**src/rtl/cpu_pkg.sv**
```systemverilog
// Shared types and constants for the SM83 core control path.
// Optional feature macro: SEQ_IRQ_EN (interrupt dispatch at opcode fetch).
package cpu_pkg;

  typedef logic [7:0] opcode_t;

  // Branch condition codes, encoded as they appear in opcode bits [4:3].
  typedef enum logic [1:0] {
    CC_NZ = 2'd0,
    CC_Z  = 2'd1,
    CC_NC = 2'd2,
    CC_C  = 2'd3
  } cc_t;

  // Sequencer control state: boot forces the very first M-cycle to be a fetch.
  typedef enum logic {
    SEQ_BOOT = 1'b0,
    SEQ_RUN  = 1'b1
  } seq_state_t;

  // Unused opcode slot repurposed as the internal interrupt-dispatch instruction.
  localparam opcode_t OP_IRQ = 8'hD3;
  localparam opcode_t OP_RESET = 8'h00;
  localparam int T_PER_M_DEFAULT = 4;

  // Width of the T-cycle counter; never narrower than one bit.
  function automatic int t_width(input int t_per_m);
    return ($clog2(t_per_m) < 1) ? 1 : $clog2(t_per_m);
  endfunction

  // One-hot of the lowest set bit (lowest interrupt line wins).
  function automatic logic [4:0] lowest_one_hot(input logic [4:0] v);
    return v & (~v + 5'd1);
  endfunction

endpackage

```
**src/rtl/cc_eval.sv**
```systemverilog
// Branch condition evaluator: decides whether cc is satisfied by the Z/C flags.
module cc_eval
  import cpu_pkg::*;
(
  input  cc_t  cc_i,
  input  logic flag_z_i,
  input  logic flag_c_i,
  output logic cc_met_o
);

  // Pure decode of the four SM83 condition codes.
  always_comb begin
    cc_met_o = 1'b0;
    unique case (cc_i)
      CC_NZ: cc_met_o = ~flag_z_i;
      CC_Z:  cc_met_o = flag_z_i;
      CC_NC: cc_met_o = ~flag_c_i;
      CC_C:  cc_met_o = flag_c_i;
      default: cc_met_o = 1'b0;
    endcase
  end

endmodule

```
**src/rtl/instr_sequencer.sv**
```systemverilog
// Instruction sequencer: owns IR, step counter and T-cycle counter, overlaps the
// opcode fetch with each instruction's final M-cycle and stretches M-cycles on
// memory wait. Optional macro SEQ_IRQ_EN enables interrupt dispatch at fetch.
//
// Handshake: mem_ready is sampled only on the last T-cycle of an M-cycle; when
// low the M-cycle stretches (t_cycle holds, no m_end) and no architectural state
// changes. All IR/step/seq_err/irq_ack updates happen only on m_end.
module instr_sequencer
  import cpu_pkg::*;
#(
  parameter int T_PER_M = T_PER_M_DEFAULT,
  localparam int TW = t_width(T_PER_M)
) (
  input  logic          clk,
  input  logic          rst,
  input  logic [7:0]    db_in,
  input  logic          mem_ready,
  input  logic          dec_done,
  input  logic          dec_is_cond,
  input  logic [2:0]    dec_next_cond,
  input  logic          flag_z,
  input  logic          flag_c,
  input  logic          ime,
  input  logic [4:0]    irq_req,
  output opcode_t       ir,
  output logic [2:0]    step,
  output logic [TW-1:0] t_cycle,
  output logic          m_end,
  output logic          fetch,
  output logic          seq_err,
  output logic [4:0]    irq_ack
);

  localparam logic [TW-1:0] T_LAST = TW'(T_PER_M - 1);

  seq_state_t    state_q, state_d;
  logic [TW-1:0] t_q, t_d;
  opcode_t       ir_q, ir_d;
  logic [2:0]    step_q, step_d;
  logic          err_q, err_d;
  logic [4:0]    ack_q, ack_d;

  logic t_last;
  logic step_ovf;
  logic cc_met;

`ifndef SEQ_IRQ_EN
  // Interrupt inputs have no function in this build.
  logic unused_irq;
  assign unused_irq = ^{ime, irq_req};
`endif

  cc_eval u_cc_eval (
    .cc_i     (cc_t'(ir_q[4:3])),
    .flag_z_i (flag_z),
    .flag_c_i (flag_c),
    .cc_met_o (cc_met)
  );

  assign t_last   = (t_q == T_LAST);
  assign m_end    = t_last & mem_ready;
  // Step 7 with no done is an overflow; it is forced into a fetch to recover.
  assign step_ovf = (step_q == 3'd7) & ~dec_done;
  assign fetch    = (state_q == SEQ_BOOT) | dec_done | (step_q == 3'd7);

  assign ir      = ir_q;
  assign step    = step_q;
  assign t_cycle = t_q;
  assign seq_err = err_q;
  assign irq_ack = ack_q;

  // State register with asynchronous reset; reset restarts via a boot fetch.
  always_ff @(posedge clk or posedge rst) begin
    if (rst) begin
      state_q <= SEQ_BOOT;
      t_q     <= '0;
      ir_q    <= OP_RESET;
      step_q  <= 3'd0;
      err_q   <= 1'b0;
      ack_q   <= 5'd0;
    end else begin
      state_q <= state_d;
      t_q     <= t_d;
      ir_q    <= ir_d;
      step_q  <= step_d;
      err_q   <= err_d;
      ack_q   <= ack_d;
    end
  end

  // Next-state: T-cycle advance/stall, then step/IR update on m_end.
  always_comb begin
    state_d = state_q;
    t_d     = t_q;
    ir_d    = ir_q;
    step_d  = step_q;
    err_d   = err_q;
    ack_d   = 5'd0;

    if (t_last) begin
      if (mem_ready) t_d = '0;
    end else begin
      t_d = t_q + TW'(1);
    end

    if (m_end) begin
      state_d = SEQ_RUN;
      if (fetch) begin
        step_d = 3'd0;
        if (step_ovf) err_d = 1'b1;
`ifdef SEQ_IRQ_EN
        if (ime && (|irq_req)) begin
          ir_d  = OP_IRQ;
          ack_d = lowest_one_hot(irq_req);
        end else begin
          ir_d = db_in;
        end
`else
        ir_d = db_in;
`endif
      end else if (dec_is_cond && !cc_met) begin
        step_d = dec_next_cond;
      end else begin
        step_d = step_q + 3'd1;
      end
    end
  end

endmodule

```
**config.mk**
```make
export PLATFORM = sky130hd
export DESIGN_NAME = instr_sequencer
export DESIGN_NICKNAME = d
export VERILOG_FILES = /design/src/rtl/cpu_pkg.sv /design/src/rtl/cc_eval.sv /design/src/rtl/instr_sequencer.sv
export SDC_FILE = /design/constraint.sdc
export NUM_CORES = 1
export LEC_CHECK = 0
export BUFFER_PORTS_ARGS = -buffer_cell sky130_fd_sc_hd__buf_4
export CAP_MARGIN = 20
export CORE_MARGIN = 8
export CORE_UTILIZATION = 39
export CTS_BUF_LIST = sky130_fd_sc_hd__clkbuf_2
export DETAILED_ROUTE_END_ITERATION = 8
export PLACE_DENSITY = 0.77
export SLEW_MARGIN = 20
export SYNTH_ARGS = -nofsm -noshare
export SYNTH_HDL_FRONTEND = slang
export SYNTH_SLANG_ARGS = --single-unit
```
**constraint.sdc**
```tcl
create_clock -name clk -period 1.8 [get_ports clk]
set_input_delay 0.36 -clock clk [delete_from_list [all_inputs] [get_ports clk]]
set_output_delay 0.36 -clock clk [all_outputs]
set_load 0.02 [all_outputs]
```
==> impl_metrics.ini <==
[run_status]
status = complete, but fails checks
violations = setup timing

[clock_tree]
cts.sinks = 15
path_clk_slew_ns = 0.15
cts-hold-fix-buffers = 0
cts_tree = built
cts_root_buf = clkbuf_2
insertion_delay_ns = 0.28
htree_levels = 1
numCtsBuffers = 3
cts.path.max_buffers = 2

[synth]
synth_top_cell_area_share_pct = 52.54
postSynthAreaPerCell_um2 = 12.11
synth_warnings = 0
synth_cells = 59
ys_ff_latch = 15
netlist_area_um2 = 714.4
synth_cell_types = 17
synth_area_leaders = dfrtp_1 (53%), mux2_2 (14%), mux2i_1 (7.0%)
yosysTopAreaCell = dfrtp_1
synth-edff-count = 0
async_flop_share_pct = 100.0
ys_top_cells_by_count = dfrtp_1 (15), mux2_2 (9), nand2_1 (6)
post-synth-top-count-cell = dfrtp_1
synthFlopType = dfrtp_1
ys_seq_area_share_pct = 52.54

[place]
placed_area_um2 = 996.0
io_buffers = 33
pre_cts_ws_ns = 0.08155
dp_cells = 118
routabilityCongestion = 0.8437
hpwl_um = 1366

[timing]
fmax_mhz = 551.9
relSlewSlack_pct = 61.46
fin_skew_ns = 0.007525
hold_ws_ns = 0.1154
worst_pin_slew_ns = 0.5775
hold_viol = 0
setup_ws_ns = -0.01177
finalMaxSlewViolations = 0
final-setup-viol-count = 1
rsz0062_at_grt = yes
finalCritPeriodShare_pct = 100.7
period_minus_slack_ns = 1.812
tns_ns = -0.01177

[power]
power_density_nw_per_um2 = 1537
p_leak_nw = 0.5608
ir_worst_vdd_uv = 751.9
total_power_mw = 1.700

[critical_path]
critical-path-slowest-cell = dfrtp_2
r2r_start = step[1]$_DFFE_PP0N_
cp_cell_sequence = ha_4 > ha_4 > nor3b_4 > inv_2 > buf_6
critPathKind = reg2out
crit_family = flip-flops
max_stage_delay_ns = 0.46
start_kind = flop
critPathArrivalTime_ns = 1.45
crit_path_max_fanout = 2
crit_path_end_kind = output pin
critPathBufInv = 2
startpoint = step[1]$_DFFE_PP0N_
cpMostUsedCell = ha_4
worstPathRequired_ns = 1.44

[finish]
diodes = 0
fin_nets = 132
fin_util_pct = 64.06
drive_gt1_share_pct = 62.50
area_growth_pct = 54.82
stdcell_count = 129
fin_area_um2 = 1106

[route]
first_pass_iters = 3
wirelength_um = 1847
drc = 0
vias_per_cell = 4.574
final_antenna_net_count = 0
vias = 590
wl_per_cell_um = 14.32
drt_iter0_markers = 2

[floorplan]
die_area_um2 = 3457
die_w_um = 58.80
io_pins = 45
die_h_um = 58.80
start_util_pct = 41.38
rows = 15
coreArea_um2 = 1727

[flow_run]
maxCapViolations = 0

[global_route]
grt_pass1_vias = 608
antenna_found_initial = 0
grt_first_pass_wirelength_um = 2718
grt.overflow.total = 0
track_usage_pct = 10.03
grt_max_degree = 16

[worst_hold_path]
hp-class = in2async
power by group:
group | internal [mW] | switching [mW]
Clock | 0.0589 | 0.108
Sequential | 0.487 | 0.104
Combinational | 0.487 | 0.455
registers in the layout (all words and copies together), names as in the netlist:
register  count
ir            8
t_cycle       2
step          3
state_q       1
seq_err       1
worst paths after layout:
kind	to	slack (ns)	cells past startpoint
setup / recovery	fetch	-0.01	5
hold / removal	t_cycle[1]$_DFFE_PP0P_	0.12	2
setup reg to reg	step[0]$_DFFE_PP0N_	0.07	7
hold reg to reg	seq_err$_DFFE_PP0P_	0.49	1
max in group asynchronous	step[0]$_DFFE_PP0N_	1.27	2
min in group clk	ir[1]$_DFFE_PP0P_	0.30	2
cell type report:
cell class / instances / area (um^2)
Clock buffer: 4 / 20.02
Timing Repair Buffer: 42 / 319.1
Inverter: 4 / 15.01
Tap cell: 25 / 31.28
Multi-Input combinational cell: 39 / 342.8
Sequential cell: 15 / 377.9
Fill cell: 155 / 620.6
worst register-to-register path, cell delays in order (launching register included):
cell and delay (ns):
dfrtp_2 0.46, ha_4 0.17, ha_4 0.16, nor3b_4 0.19, inv_2 0.06, buf_4 0.13, or4_1 0.41, nand3_1 0.10
metal layers:
layer | vias up | part of all wire (%) | GRT usage, %
met5 | - | 0 | 0
met3 | 2 | 7.0 | 3.261
met2 | 21 | 56 | 18.38
met4 | 0 | 0.38 | 5.119
li1 | 280 | - | -
met1 | 287 | 37 | 9.735
layout by cell type (no fill, tap or decap), drive strengths merged:
cell and n:
or2b 1, inv 4, ha 3, clkbuf 4
mux2 9, mux2i 5, nor3b 1, dfrtp 15
buf 42, nand2 6, nand4 1, o21ai 2
nand2b 2, or4 1, nor2 1, conb 5
a31o 1, nand3 1
cell families (layout without fill, tap and decap cells):
kind of cell,Yosys count,in the layout,share of synthesized area [%]
adder cells (fa/ha/maj),3,3,5.255
buffers and inverters,9,50,7.355
flip-flops,15,15,52.54
AND/OR/NAND/NOR,14,14,10.51
AO/OA/AOI/OAI,3,3,2.627
multiplexers,14,14,21.19
other,1,5,0.5249
timing repair:
item | 4_1_cts | 5_1_grt
buffers inserted | 4 | 3
resized for setup | 5 | 2
setup endpoints to repair | 2 | 2
pin swaps | 2 | 0
(Power assumes the default switching activity.)
